==> config.mk <==
export PLATFORM = sky130hd
export DESIGN_NAME = hazard_scoreboard_flat
export DESIGN_NICKNAME = d
export VERILOG_FILES = /design/src/rtl/hazard_pkg.sv /design/src/rtl/hazard_scoreboard_if.sv /design/src/rtl/hazard_scoreboard_decode.sv /design/src/rtl/hazard_scoreboard.sv /design/src/flat_wrapper.sv
export SDC_FILE = /design/constraint.sdc
export NUM_CORES = 1
export LEC_CHECK = 0
export CAP_MARGIN = 10
export CORE_ASPECT_RATIO = 0.5
export CORE_UTILIZATION = 35
export CTS_CLUSTER_SIZE = 16
export DETAILED_ROUTE_END_ITERATION = 6
export PLACE_DENSITY = 0.66
export SYNTH_ARGS = -nofsm -noshare
export SYNTH_HDL_FRONTEND = slang
export SYNTH_HIERARCHICAL = 1
export SYNTH_SLANG_ARGS = --single-unit
export TNS_END_PERCENT = 20
==> constraint.sdc <==
create_clock -name clk -period 6.21 [get_ports clk]
set_clock_uncertainty 0.2 [all_clocks]
set_input_delay 1.242 -clock clk [delete_from_list [all_inputs] [get_ports clk]]
set_output_delay 1.242 -clock clk [all_outputs]
set_load 0.1 [all_outputs]
==> src/rtl/hazard_pkg.sv <==
`default_nettype none
// ============================================================================
// Module      : hazard_pkg
// Description : Opcodes and tracker entry type shared by the hazard scoreboard.
// Revision    : 1.0 - initial release
// ============================================================================
package hazard_pkg;

    localparam logic [5:0] OP_RTYPE = 6'b000000;
    localparam logic [5:0] OP_J     = 6'b000010;
    localparam logic [5:0] OP_BEQ   = 6'b000100;
    localparam logic [5:0] OP_BNE   = 6'b000101;
    localparam logic [5:0] OP_ADDI  = 6'b001000;
    localparam logic [5:0] OP_SLTI  = 6'b001010;
    localparam logic [5:0] OP_ANDI  = 6'b001100;
    localparam logic [5:0] OP_ORI   = 6'b001101;
    localparam logic [5:0] OP_LW    = 6'b100011;
    localparam logic [5:0] OP_SW    = 6'b101011;
    localparam logic [5:0] OP_NOP   = 6'b111111;

    // Register fields are 5 bits wide in this instruction format.
    localparam int REG_AW_ISA = 5;

    typedef struct packed {
        logic                  valid;
        logic [REG_AW_ISA-1:0] dest;
        logic                  is_load;
    } trk_entry_t;

endpackage : hazard_pkg
`default_nettype wire

==> src/rtl/hazard_scoreboard_if.sv <==
`default_nettype none
// ============================================================================
// Module      : hazard_scoreboard_if
// Description : Decode-side inputs and pipeline-control outputs of the scoreboard.
// Revision    : 1.0 - initial release
// ============================================================================
interface hazard_scoreboard_if #(
    parameter int CNT_W = 8
);
    logic [31:0]      instr_dec;
    logic             dec_valid;
    logic             flush;
    logic             pc_enable;
    logic             ifid_enable;
    logic             idex_nop;
    logic             stall_active;
    logic [CNT_W-1:0] stall_cycles;

    modport master (
        output instr_dec, dec_valid, flush,
        input  pc_enable, ifid_enable, idex_nop, stall_active, stall_cycles
    );

    modport slave (
        input  instr_dec, dec_valid, flush,
        output pc_enable, ifid_enable, idex_nop, stall_active, stall_cycles
    );
endinterface : hazard_scoreboard_if
`default_nettype wire

==> src/rtl/hazard_scoreboard_decode.sv <==
`default_nettype none
// ============================================================================
// Module      : hazard_decode
// Description : Extracts source/destination registers of the decode instruction.
// Revision    : 1.0 - initial release
// ============================================================================
module hazard_decode
    import hazard_pkg::*;
(
    input  wire logic [31:0]           instr_i,
    output logic      [REG_AW_ISA-1:0] rs_o,
    output logic                       rs_valid_o,
    output logic      [REG_AW_ISA-1:0] rt_o,
    output logic                       rt_valid_o,
    output logic      [REG_AW_ISA-1:0] dest_o,
    output logic                       dest_valid_o,
    output logic                       is_load_o
);
    logic w_rs_used;
    logic w_rt_used;
    logic w_dest_used;
    logic [REG_AW_ISA-1:0] w_dest;
    logic w_unused_bits;

    assign w_unused_bits = ^instr_i[10:0];

    always_comb begin
        w_rs_used   = 1'b0;
        w_rt_used   = 1'b0;
        w_dest_used = 1'b0;
        w_dest      = instr_i[20:16];
        is_load_o   = 1'b0;
        case (instr_i[31:26])
            OP_RTYPE: begin
                w_rs_used   = 1'b1;
                w_rt_used   = 1'b1;
                w_dest_used = 1'b1;
                w_dest      = instr_i[15:11];
            end
            OP_ADDI, OP_ORI, OP_ANDI, OP_SLTI: begin
                w_rs_used   = 1'b1;
                w_dest_used = 1'b1;
            end
            OP_LW: begin
                w_rs_used   = 1'b1;
                w_dest_used = 1'b1;
                is_load_o   = 1'b1;
            end
            OP_SW, OP_BEQ, OP_BNE: begin
                w_rs_used   = 1'b1;
                w_rt_used   = 1'b1;
            end
            OP_J, OP_NOP: begin
                w_rs_used   = 1'b0;
            end
            default: begin
                w_rs_used   = 1'b0;
            end
        endcase
    end

    // $0 is hard-wired, so it can never carry a dependency.
    assign rs_o         = instr_i[25:21];
    assign rt_o         = instr_i[20:16];
    assign dest_o       = w_dest;
    assign rs_valid_o   = w_rs_used   && (instr_i[25:21] != '0);
    assign rt_valid_o   = w_rt_used   && (instr_i[20:16] != '0);
    assign dest_valid_o = w_dest_used && (w_dest != '0);

endmodule : hazard_decode
`default_nettype wire

==> src/rtl/hazard_scoreboard.sv <==
`default_nettype none
// ============================================================================
// Module      : hazard_scoreboard
// Description : RAW hazard detector with in-flight destination tracker and stall counter.
// Revision    : 1.0 - initial release
// ============================================================================
module hazard_scoreboard
    import hazard_pkg::*;
#(
    parameter int REG_AW         = 5,
    parameter int HAZ_DEPTH      = 2,
    parameter int FORWARDING     = 0,
    parameter int LOAD_USE_DEPTH = 1,
    parameter int CNT_W          = 8
) (
    input  wire logic           clk,
    input  wire logic           rst,
    hazard_scoreboard_if.slave  bus
);
    logic [REG_AW-1:0] w_rs;
    logic [REG_AW-1:0] w_rt;
    logic [REG_AW-1:0] w_dest;
    logic              w_rs_valid;
    logic              w_rt_valid;
    logic              w_dest_valid;
    logic              w_is_load;

    trk_entry_t        trk_q [1:HAZ_DEPTH];
    trk_entry_t        trk_d [1:HAZ_DEPTH];
    logic [HAZ_DEPTH:1] w_hit;

    logic              w_hazard;
    logic              w_stall;
    logic              w_issue;
    logic [CNT_W-1:0]  cnt_q;
    logic [CNT_W-1:0]  cnt_d;

    hazard_decode u_decode (
        .instr_i      (bus.instr_dec),
        .rs_o         (w_rs),
        .rs_valid_o   (w_rs_valid),
        .rt_o         (w_rt),
        .rt_valid_o   (w_rt_valid),
        .dest_o       (w_dest),
        .dest_valid_o (w_dest_valid),
        .is_load_o    (w_is_load)
    );

    generate
        for (genvar k = 1; k <= HAZ_DEPTH; k++) begin : g_stage
            if (k == 1) begin : g_head
                always_comb begin
                    trk_d[k] = '0;
                    if (w_issue) begin
                        trk_d[k].valid   = w_dest_valid;
                        trk_d[k].dest    = w_dest;
                        trk_d[k].is_load = w_is_load & w_dest_valid;
                    end
                end
            end else begin : g_body
                assign trk_d[k] = trk_q[k-1];
            end

            always_ff @(posedge clk) begin
                if (rst) begin
                    trk_q[k] <= '0;
                end else begin
                    trk_q[k] <= trk_d[k];
                end
            end

            // With forwarding, only a load still in the leading stages is unreadable.
            logic w_in_window;
            if (FORWARDING == 0) begin : g_nofwd
                assign w_in_window = trk_q[k].valid;
            end else begin : g_fwd
                assign w_in_window = trk_q[k].valid && trk_q[k].is_load
                                     && (k <= LOAD_USE_DEPTH);
            end

            assign w_hit[k] = w_in_window &&
                              ((w_rs_valid && (w_rs == trk_q[k].dest)) ||
                               (w_rt_valid && (w_rt == trk_q[k].dest)));
        end
    endgenerate

    assign w_hazard = |w_hit;
    assign w_stall  = bus.dec_valid & w_hazard & ~bus.flush;
    assign w_issue  = bus.dec_valid & ~w_stall & ~bus.flush;

    assign cnt_d = (w_stall && (cnt_q != {CNT_W{1'b1}})) ? cnt_q + 1'b1 : cnt_q;

    always_ff @(posedge clk) begin
        if (rst) begin
            cnt_q <= '0;
        end else begin
            cnt_q <= cnt_d;
        end
    end

    assign bus.stall_active = w_stall;
    assign bus.pc_enable    = ~w_stall;
    assign bus.ifid_enable  = ~w_stall;
    assign bus.idex_nop     = ~w_issue;
    assign bus.stall_cycles = cnt_q;

endmodule : hazard_scoreboard
`default_nettype wire

==> src/flat_wrapper.sv <==
// flat-port wrapper written by rule: the top's interface ports become plain ports
module hazard_scoreboard_flat import hazard_pkg::*;
#(
    parameter int REG_AW         = 5,
    parameter int HAZ_DEPTH      = 2,
    parameter int FORWARDING     = 0,
    parameter int LOAD_USE_DEPTH = 1,
    parameter int CNT_W          = 8
)
  (clk, rst, bus_instr_dec, bus_dec_valid, bus_flush, bus_pc_enable, bus_ifid_enable, bus_idex_nop, bus_stall_active, bus_stall_cycles);
  hazard_scoreboard_if #(.CNT_W(CNT_W)) bus_i ();
  input  wire logic clk;
  input  wire logic rst;
  input wire logic [$bits(bus_i.instr_dec)-1:0] bus_instr_dec;
  input wire logic [$bits(bus_i.dec_valid)-1:0] bus_dec_valid;
  input wire logic [$bits(bus_i.flush)-1:0] bus_flush;
  output wire logic [$bits(bus_i.pc_enable)-1:0] bus_pc_enable;
  output wire logic [$bits(bus_i.ifid_enable)-1:0] bus_ifid_enable;
  output wire logic [$bits(bus_i.idex_nop)-1:0] bus_idex_nop;
  output wire logic [$bits(bus_i.stall_active)-1:0] bus_stall_active;
  output wire logic [$bits(bus_i.stall_cycles)-1:0] bus_stall_cycles;
  assign bus_i.instr_dec = bus_instr_dec;
  assign bus_i.dec_valid = bus_dec_valid;
  assign bus_i.flush = bus_flush;
  assign bus_pc_enable = bus_i.pc_enable;
  assign bus_ifid_enable = bus_i.ifid_enable;
  assign bus_idex_nop = bus_i.idex_nop;
  assign bus_stall_active = bus_i.stall_active;
  assign bus_stall_cycles = bus_i.stall_cycles;
  hazard_scoreboard #(.REG_AW(REG_AW), .HAZ_DEPTH(HAZ_DEPTH), .FORWARDING(FORWARDING), .LOAD_USE_DEPTH(LOAD_USE_DEPTH), .CNT_W(CNT_W)) u_core (.clk(clk), .rst(rst), .bus(bus_i));
endmodule
---- Word-level counts from Yosys, hierarchy flattened ----
Memories as Yosys holds them, arrays and structs flattened.
Index checks and enable logic that the tools add are counted.
storage, ports and cells
  register bits ........................... 8
  memory bits (writable) .................. 14
  output and inout bits ................... 12
  word-level logic and storage cells ...... 57
  memories kept ........................... 1
memories
  memory        depth  bits a word  rd ports  clocked after Yosys merged registers in  wr ports  RTL line                 RTL
  u_core.trk_q  2      7            2         0                                        2         hazard_scoreboard.sv:28  trk_entry_t trk_q [1:HAZ_DEPTH];
operators by class
  add/subtract/negate cells ............... 1
  equal/unequal tests ..................... 13
  multiplexer cells ....................... 11
  bitwise gates (word level) .............. 10
  reduce and logical (&&, ||, !) cells .... 20
operators with widths
  operator             number
  $eq 6x4->1 const B   4
  $mux 7               3
  $eq 5x5->1           4
  $reduce_bool 5->1    3
  $eq 6x3->1 const B   2
  $eq 6x6->1 const B   2
  $logic_and 1x1->1    10
  $reduce_or 9->1      1
  $add 8x1->8 const B  1
  $ne 8x8->1 const B   1
  $mux 1               7
  $logic_not 6->1      1
  $reduce_or 6->1      1
  $and 1x1->1          5
  $mux 5               1
  $reduce_or 4->1      1
  $not 1->1            3
  $logic_or 1x1->1     2
  $or 1x1->1           2
  $reduce_or 2->1      1

---- Logic depth before layout (Yosys ltp) ----
Gate-level depths: netlist (run 1).
  depth after elaboration ................. 15
  depth in mapped cells ................... 9
  gate-level depth less buffers ........... 9

---- Cells and area by module ----
The synthesis (run 1) kept the hierarchy.
by module, submodules not included
  module             instances  cells an instance  area an instance (um^2)
  hazard_scoreboard  1          112                1,032.2
  hazard_decode      1          42                 294.0

---- Least setup slack after synthesis (run 1) ----
No wires, ideal clock.
  kind .................................... input -> output
  start ................................... input port bus_instr_dec[18]
  end ..................................... output port bus_stall_active
  data arrival time ....................... 3.885 ns
  data required time ...................... 4.768 ns
  path slack .............................. 0.883 ns
  cell stages on the path ................. 7
  buffers on the path ..................... 0
  path through ............................ or4_1 > nor2_1 > nor3_1 > nand3_1 > o22ai_2 > o21ai_2 > inv_1
between the ends
  longest elaborated chain between the ends .. 8
ends and longest elaborated chain
  what                          RTL line                        RTL
  start: declaration            flat_wrapper.sv:14              input wire logic [$bits(bus_i.instr_dec)-1:0] bus_instr_dec;
  $reduce_bool 5->1 (*)         hazard_scoreboard_decode.sv:67  assign rt_valid_o = w_rt_used && (instr_i[20:16] != '0);
  $logic_and 1x1->1 (*)         hazard_scoreboard_decode.sv:67
  named net u_core.w_rt_valid   hazard_scoreboard.sv:24         logic w_rt_valid;
  $logic_and 1x1->1             hazard_scoreboard.sv:83         (w_rt_valid && (w_rt == trk_q[k].dest)));
  $logic_or 1x1->1              hazard_scoreboard.sv:82         ((w_rs_valid && (w_rs == trk_q[k].dest)) ||
  $logic_and 1x1->1             hazard_scoreboard.sv:81         assign w_hit[k] = w_in_window &&
  $reduce_or 2->1 (*)           hazard_scoreboard.sv:87         assign w_hazard = |w_hit;
  $and 1x1->1 (*) (2 in a row)  hazard_scoreboard.sv:88         assign w_stall = bus.dec_valid & w_hazard & ~bus.flush;
  end: declaration              flat_wrapper.sv:20              output wire logic [$bits(bus_i.stall_active)-1:0] bus_stall_active;
Mark *: on every way through the listed nets, which the timed path passes. The rest lies on a longest branch.

---- Worst setup path in the final report (run 1) ----
  start ................................... input port bus_instr_dec[27]
  end ..................................... output port bus_stall_active
between the ends
  longest elaborated chain between the ends .. 10
ends and longest elaborated chain
  what                                      RTL line                        RTL
  $eq 6x6->1, or another cell as far along  hazard_scoreboard_decode.sv:33  case (instr_i[31:26])
  $reduce_or 9->1 (no line) (*)             -
  $mux 1 (*)                                hazard_scoreboard_decode.sv:33
  $logic_and 1x1->1 (*)                     hazard_scoreboard_decode.sv:66  assign rs_valid_o = w_rs_used && (instr_i[25:21] != '0);
  named net u_core.w_rs_valid               hazard_scoreboard.sv:23         logic w_rs_valid;
  $logic_and 1x1->1                         hazard_scoreboard.sv:82
  $logic_or 1x1->1                          hazard_scoreboard.sv:82
  $logic_and 1x1->1                         hazard_scoreboard.sv:81
  $reduce_or 2->1 (*)                       hazard_scoreboard.sv:87
  $and 1x1->1 (*) (2 in a row)              hazard_scoreboard.sv:88
Marked as above.

==> impl_results.md, run 1 <==
* # Post-CTS Setup Buffers at 0
* Die W at 88.9 um
* Data required time of the worst path at about 4.8 ns
* Power Density at around 150 nW/um^2
* Die area at between 4000 and 5000 um^2
* CTS Buf Count at 3
* Worst-path maximum fanout at 10
* Headroom to the max-slew limit at 34.8%
* RSZ-0062 raised after global routing: no
* Proportion of layout cells with a drive suffix above 1 at ~11%
* Class of the worst hold path: flop to flop
* Syn_area_per_cell at ~8.6 um^2
* Cts hold-fix bufs at 0
* Post-layout net count at 217
* Critical Path End Type: primary output
* Peak VDD IR at around 0.073 mV
* Vias in the first global route at 1001
* Fmax at 0.198 GHz
* H-tree depth at 1
* Final period util at between 80% and 90%
* Lkg Pwr at 0.000544 uW
* # rows at 15
* Tmin final at 5.05 ns
* # DRC at 0
* Antenna diodes at 0
* Per-cell routed wire length at 12.8 um
* Post-Route WL at 2.94 mm
* Slew Limit Fails at 0
* Vias per inst at ~5
* Worst-Skew Late Latency at around 0.25 ns
* YS warnings at 6
* Max cap viols at 0
* Post-DP Area at 1640 um^2
* CP arrival at between 3 and 4 ns
* Die Ht at 45.5 um
* Area grow syn2layout at 27.2%
* Setup_tns at 0 ns
* GRT Total Usage at between 10% and 20%
* Pre-antenna DRT Iters at 4
* Run status: finished clean
* Worst setup path class: primary input to primary output
* Startpoint types: primary input
* TritonCTS clock tree: built
* Initial core utilization at 37.5%
* Post-Syn Area at 1320 um^2
* Final worst slack at 1.16 ns
* RePlAce Congestion at 0.828
* Largest net degree at the start of global routing at 18
* Cell count after synthesis at about 150
* Count of final hold-check violations at 0
* Post-CTS sizing at 0
* Routed Antenna Nets at 0
* Detailed-route via count at 1180
* Least-Margin Pin Slew at between 0.9 and 1 ns
* Clk buf depth at 2
* Root Driver: clkbuf_8
* Core outline area at 3530 um^2
* I/O pin count at 48
* Final instance area at 1680 um^2
* Endpoints failing setup at 0
* Place WS at roughly 1.2 ns
* DRT iter0 DRCs at 59
* Post-Syn Nets at 190
* # fillers at roughly 350
* Post-DP HPWL at 2.29 mm
* First-pass GRT wire length at 4.66 mm
* Clock sink total at 20
* Worst-path clk slew at ~0.070 ns
* Total gr overflow at 0
* Initial antenna violation count at 0
* I/O Buffers at 36
[cell usage in the layout (no fill, tap or decap), types with 5 or more instances in the layout]
cell	n
nand2_1	5
xnor2_1	20
nor2b_1	10
nor3_1	5
and2_1	8
mux2_2	7
a21oi_1	5
dfxtp_1	20
clkdlybuf4s50_1	32
nand3_1	6
nand4_1	6
nor2_1	10
[flip-flops by register name (all words and copies together) (netlist names)]
name	cells
u_core/bus.stall_cycles	8
u_core/trk_q	12
[layer usage]
layer | vias up | routed length (um) | global-route usage (%) | share of wire [%]
li1 | 582 | - | - | -
met1 | 542 | 1490 | 22.0 | 51
met5 | - | 0 | 0 | 0
met2 | 54 | 1220 | 23.5 | 42
met4 | 0 | 13 | 1.90 | 0.44
met3 | 2 | 217 | 5.07 | 7.4
[where the power goes]
group | internal, uW | leakage [uW] | switching [uW] | total, uW
Sequential | 130 | 0.000162 | 1.50 | 131
Clock | 43.1 | 0.0000216 | 39.3 | 82.5
Combinational | 26.0 | 0.000361 | 20.4 | 46.4
[cell type report]
class                      count  area [um^2]  area share, %
sequential                    20          400           23.8
tap                           51         63.8           3.79
multi-input combinational    115          812           48.3
inverter                       4         15.0          0.892
clock buffer                   3         41.3           2.45
timing repair buffer          36          350           20.8
[critical path: stages]
cell             delay (ns)
clkdlybuf4s50_1        0.56
nand3_1                0.16
or2_2                  0.29
a221oi_1               0.38
nand3_1                0.14
o22ai_2                0.24
o21ai_2                0.18
inv_1                  0.11
buf_4                  0.29
[through the flow]
step / utilization [%] / hold WS [ns] / instances / power [uW]
2_1_floorplan: - / 0.262 / 153 / 161
3_3_place_gp: 46.5 / 0.273 / 226 / 180
3_5_place_dp: 46.5 / 0.274 / 226 / 180
4_1_cts: 47.7 / 0.284 / 229 / 266
5_1_grt: 47.7 / 0.308 / 229 / 275
6_report: 47.7 / 0.285 / 229 / 260
[final timing paths]
kind	slack [ns]	endpoint	start	cells past startpoint
min reg2reg	0.29	u_core/trk_q[2][6]$_SDFF_PP0_	u_core/trk_q[1][6]$_SDFF_PP0_	1
max reg2reg	4.01	u_core/bus.stall_cycles[4]$_SDFFE_PP0P_	u_core/trk_q[1][2]$_SDFF_PP0_	6
min	0.29	u_core/trk_q[2][6]$_SDFF_PP0_	u_core/trk_q[1][6]$_SDFF_PP0_	1
max	1.16	bus_stall_active	bus_instr_dec[27]	9
Power figures use the tool's default switching activity.
==> run 2, diff against run 1 <==
Clock period 6.21 ns to 5.1 ns, I/O delays scaled along.
==> run 2 against run 1 <==
  * Worst hold slack about the same
  * Largest power group unchanged
  * Clock power increased by 54%
  * Critical path type unchanged
  * Final cell count up 0.44%
  * Via count down 1.9%
  * Core utilization grew 1.8 points
  * Register-to-register slack lost 1.1 ns
  * Wire length grew 0.75%
==> impl_results.md, run 2 (synthesis results as in run 1) <==
* Proportion of layout cells with a drive suffix above 1 at around an eighth
* Vias in the first global route at around 1100
* H-tree depth at 1
* Setup_tns at 0 ns
* CTS Buf Count at 3
* Die area at around 4000 um^2
* Die W at 88.9 um
* RePlAce Congestion at 0.807
* Run status: finished clean
* Antenna diodes at 0
* Power Density at ~200 nW/um^2
* # Post-CTS Setup Buffers at 0
* Crit path largest cell delay at roughly 0.55 ns
* Lkg Pwr at 0.000573 uW
* Most flop-heavy register: u_core/trk_q
* Max FFs per register at 12
* Endpoints failing setup at 0
* First-pass GRT wire length at 4.77 mm
* Critical Path Slowest Stage Cell: or4_1
* Clk buf depth at 2
* Class of the worst hold path: flop to flop
* Initial core utilization at 37.5%
* TritonCTS clock tree: built
* Per-cell routed wire length at 12.9 um
* Data required time of the worst path at about 3.9 ns
* # rows at 15
* Post-layout net count at 217
* Crit path cell chain: clkdlybuf4s50_1 -> or4_1 -> nor2_1 -> nor3_1 -> nand3_1 -> o22ai_2 -> o21ai_2 -> inv_1 -> buf_12
* Final period util at 90.3%
* Slew Limit Fails at 0
* Headroom to the max-slew limit at 35.1%
* Commonest non-fill, non-tap cell in the layout: clkdlybuf4s50_1
* Reg2reg setup slack at 2.94 ns
* Vias per inst at 5.03
* Least-Margin Pin Slew at a little under 1 ns
* Initial antenna violation count at 0
* Area grow syn2layout at 32.1%
* Post-DP HPWL at 2.30 mm
* Startpoint types: primary input
* Cts hold-fix bufs at 0
* Fmax at 0.217 GHz
* Tmin final at 4.61 ns
* Critical Path End Type: primary output
* Post-Route Hold Slack at approximately 0.28 ns
* CP arrival at roughly 3.4 ns
* Worst-path clk slew at 0.08 ns
* GRT Total Usage at 16.4%
* DRT iter0 DRCs at 46
* Die Ht at around 45 um
* Post-Route WL at around 3.0 mm
* Clock sink total at 20
* Root Driver: clkbuf_8
* Pre-antenna DRT Iters at 4
* Post-CTS sizing at 0
* Worst setup path class: primary input to primary output
* Max cap viols at 0
* I/O pin count at 48
* Largest net degree at the start of global routing at 18
* Core outline area at 3530 um^2
* # fillers at 336
* Worst-path maximum fanout at 10
* Detailed-route via count at 1157
* Total gr overflow at 0
* Peak VDD IR at 0.0949 mV
* Worst-Skew Late Latency at around 0.27 ns
* Routed Antenna Nets at 0
* Count of final hold-check violations at 0
* # DRC at 0
* RSZ-0062 raised after global routing: no
* Most frequent cells in the layout: clkdlybuf4s50_1, xnor2_1, dfxtp_1
* I/O Buffers at 36
## run 2: cell count changes in the layout (fill, tap and decap cells not counted), sizes merged
| cell | before | now |
|---|---|---|
| clkbuf | 3 | 4 |
## run 2: routing by layer
metal | GRT usage (%) | share of wire, % | up-vias
met5 | 0 | 0 | -
met1 | 20.2 | 49 | 526
met3 | 5.43 | 6.8 | 4
li1 | - | - | 588
met2 | 26.5 | 42 | 39
met4 | 7.62 | 1.8 | 0
## run 2: final cells by class
type	instances	area [um^2]	area share, %
Multi-Input combinational cell	115	812	46.5
Sequential cell	20	400	22.9
Timing Repair Buffer	36	400	22.9
Tap cell	51	63.8	3.65
Clock buffer	4	55.1	3.15
Inverter	4	15.0	0.860
## run 2: path summary, 6_finish.rpt
path | startpoint | end | cells after the start
max | bus_instr_dec[18] | bus_stall_active | 9
min | u_core/trk_q[1][6]$_SDFF_PP0_ | u_core/trk_q[2][6]$_SDFF_PP0_ | 1
max reg2reg | u_core/trk_q[1][3]$_SDFF_PP0_ | u_core/bus.stall_cycles[4]$_SDFFE_PP0P_ | 6
min reg2reg | u_core/trk_q[1][6]$_SDFF_PP0_ | u_core/trk_q[2][6]$_SDFF_PP0_ | 1
## run 2: power breakdown
part	switching (uW)	internal, uW
Sequential	1.82	158
Clock	57.6	69.0
Combinational	25.0	32.7
Total	84.4	259
## run 2: stage by stage
step / setup WS, ns / area, um^2 / total power (uW) / std cells / util (%)
3_3_place_gp: 0.482 / 1690 / 220 / 226 / 47.9
4_1_cts: 0.485 / 1750 / 347 / 230 / 49.5
3_5_place_dp: 0.504 / 1690 / 221 / 226 / 47.9
6_report: 0.495 / 1750 / 344 / 230 / 49.5
5_1_grt: 0.335 / 1750 / 356 / 230 / 49.5
2_1_floorplan: 0.217 / 1320 / 197 / 153 / -
## run 2: worst max-delay path, delay by kind of cell
kind | cells | cell delay [ns]
AOI/OAI and AO/OA | 2 | 0.57
buffers and inverters | 3 | 0.91
and+or+nand+nor | 4 | 0.89
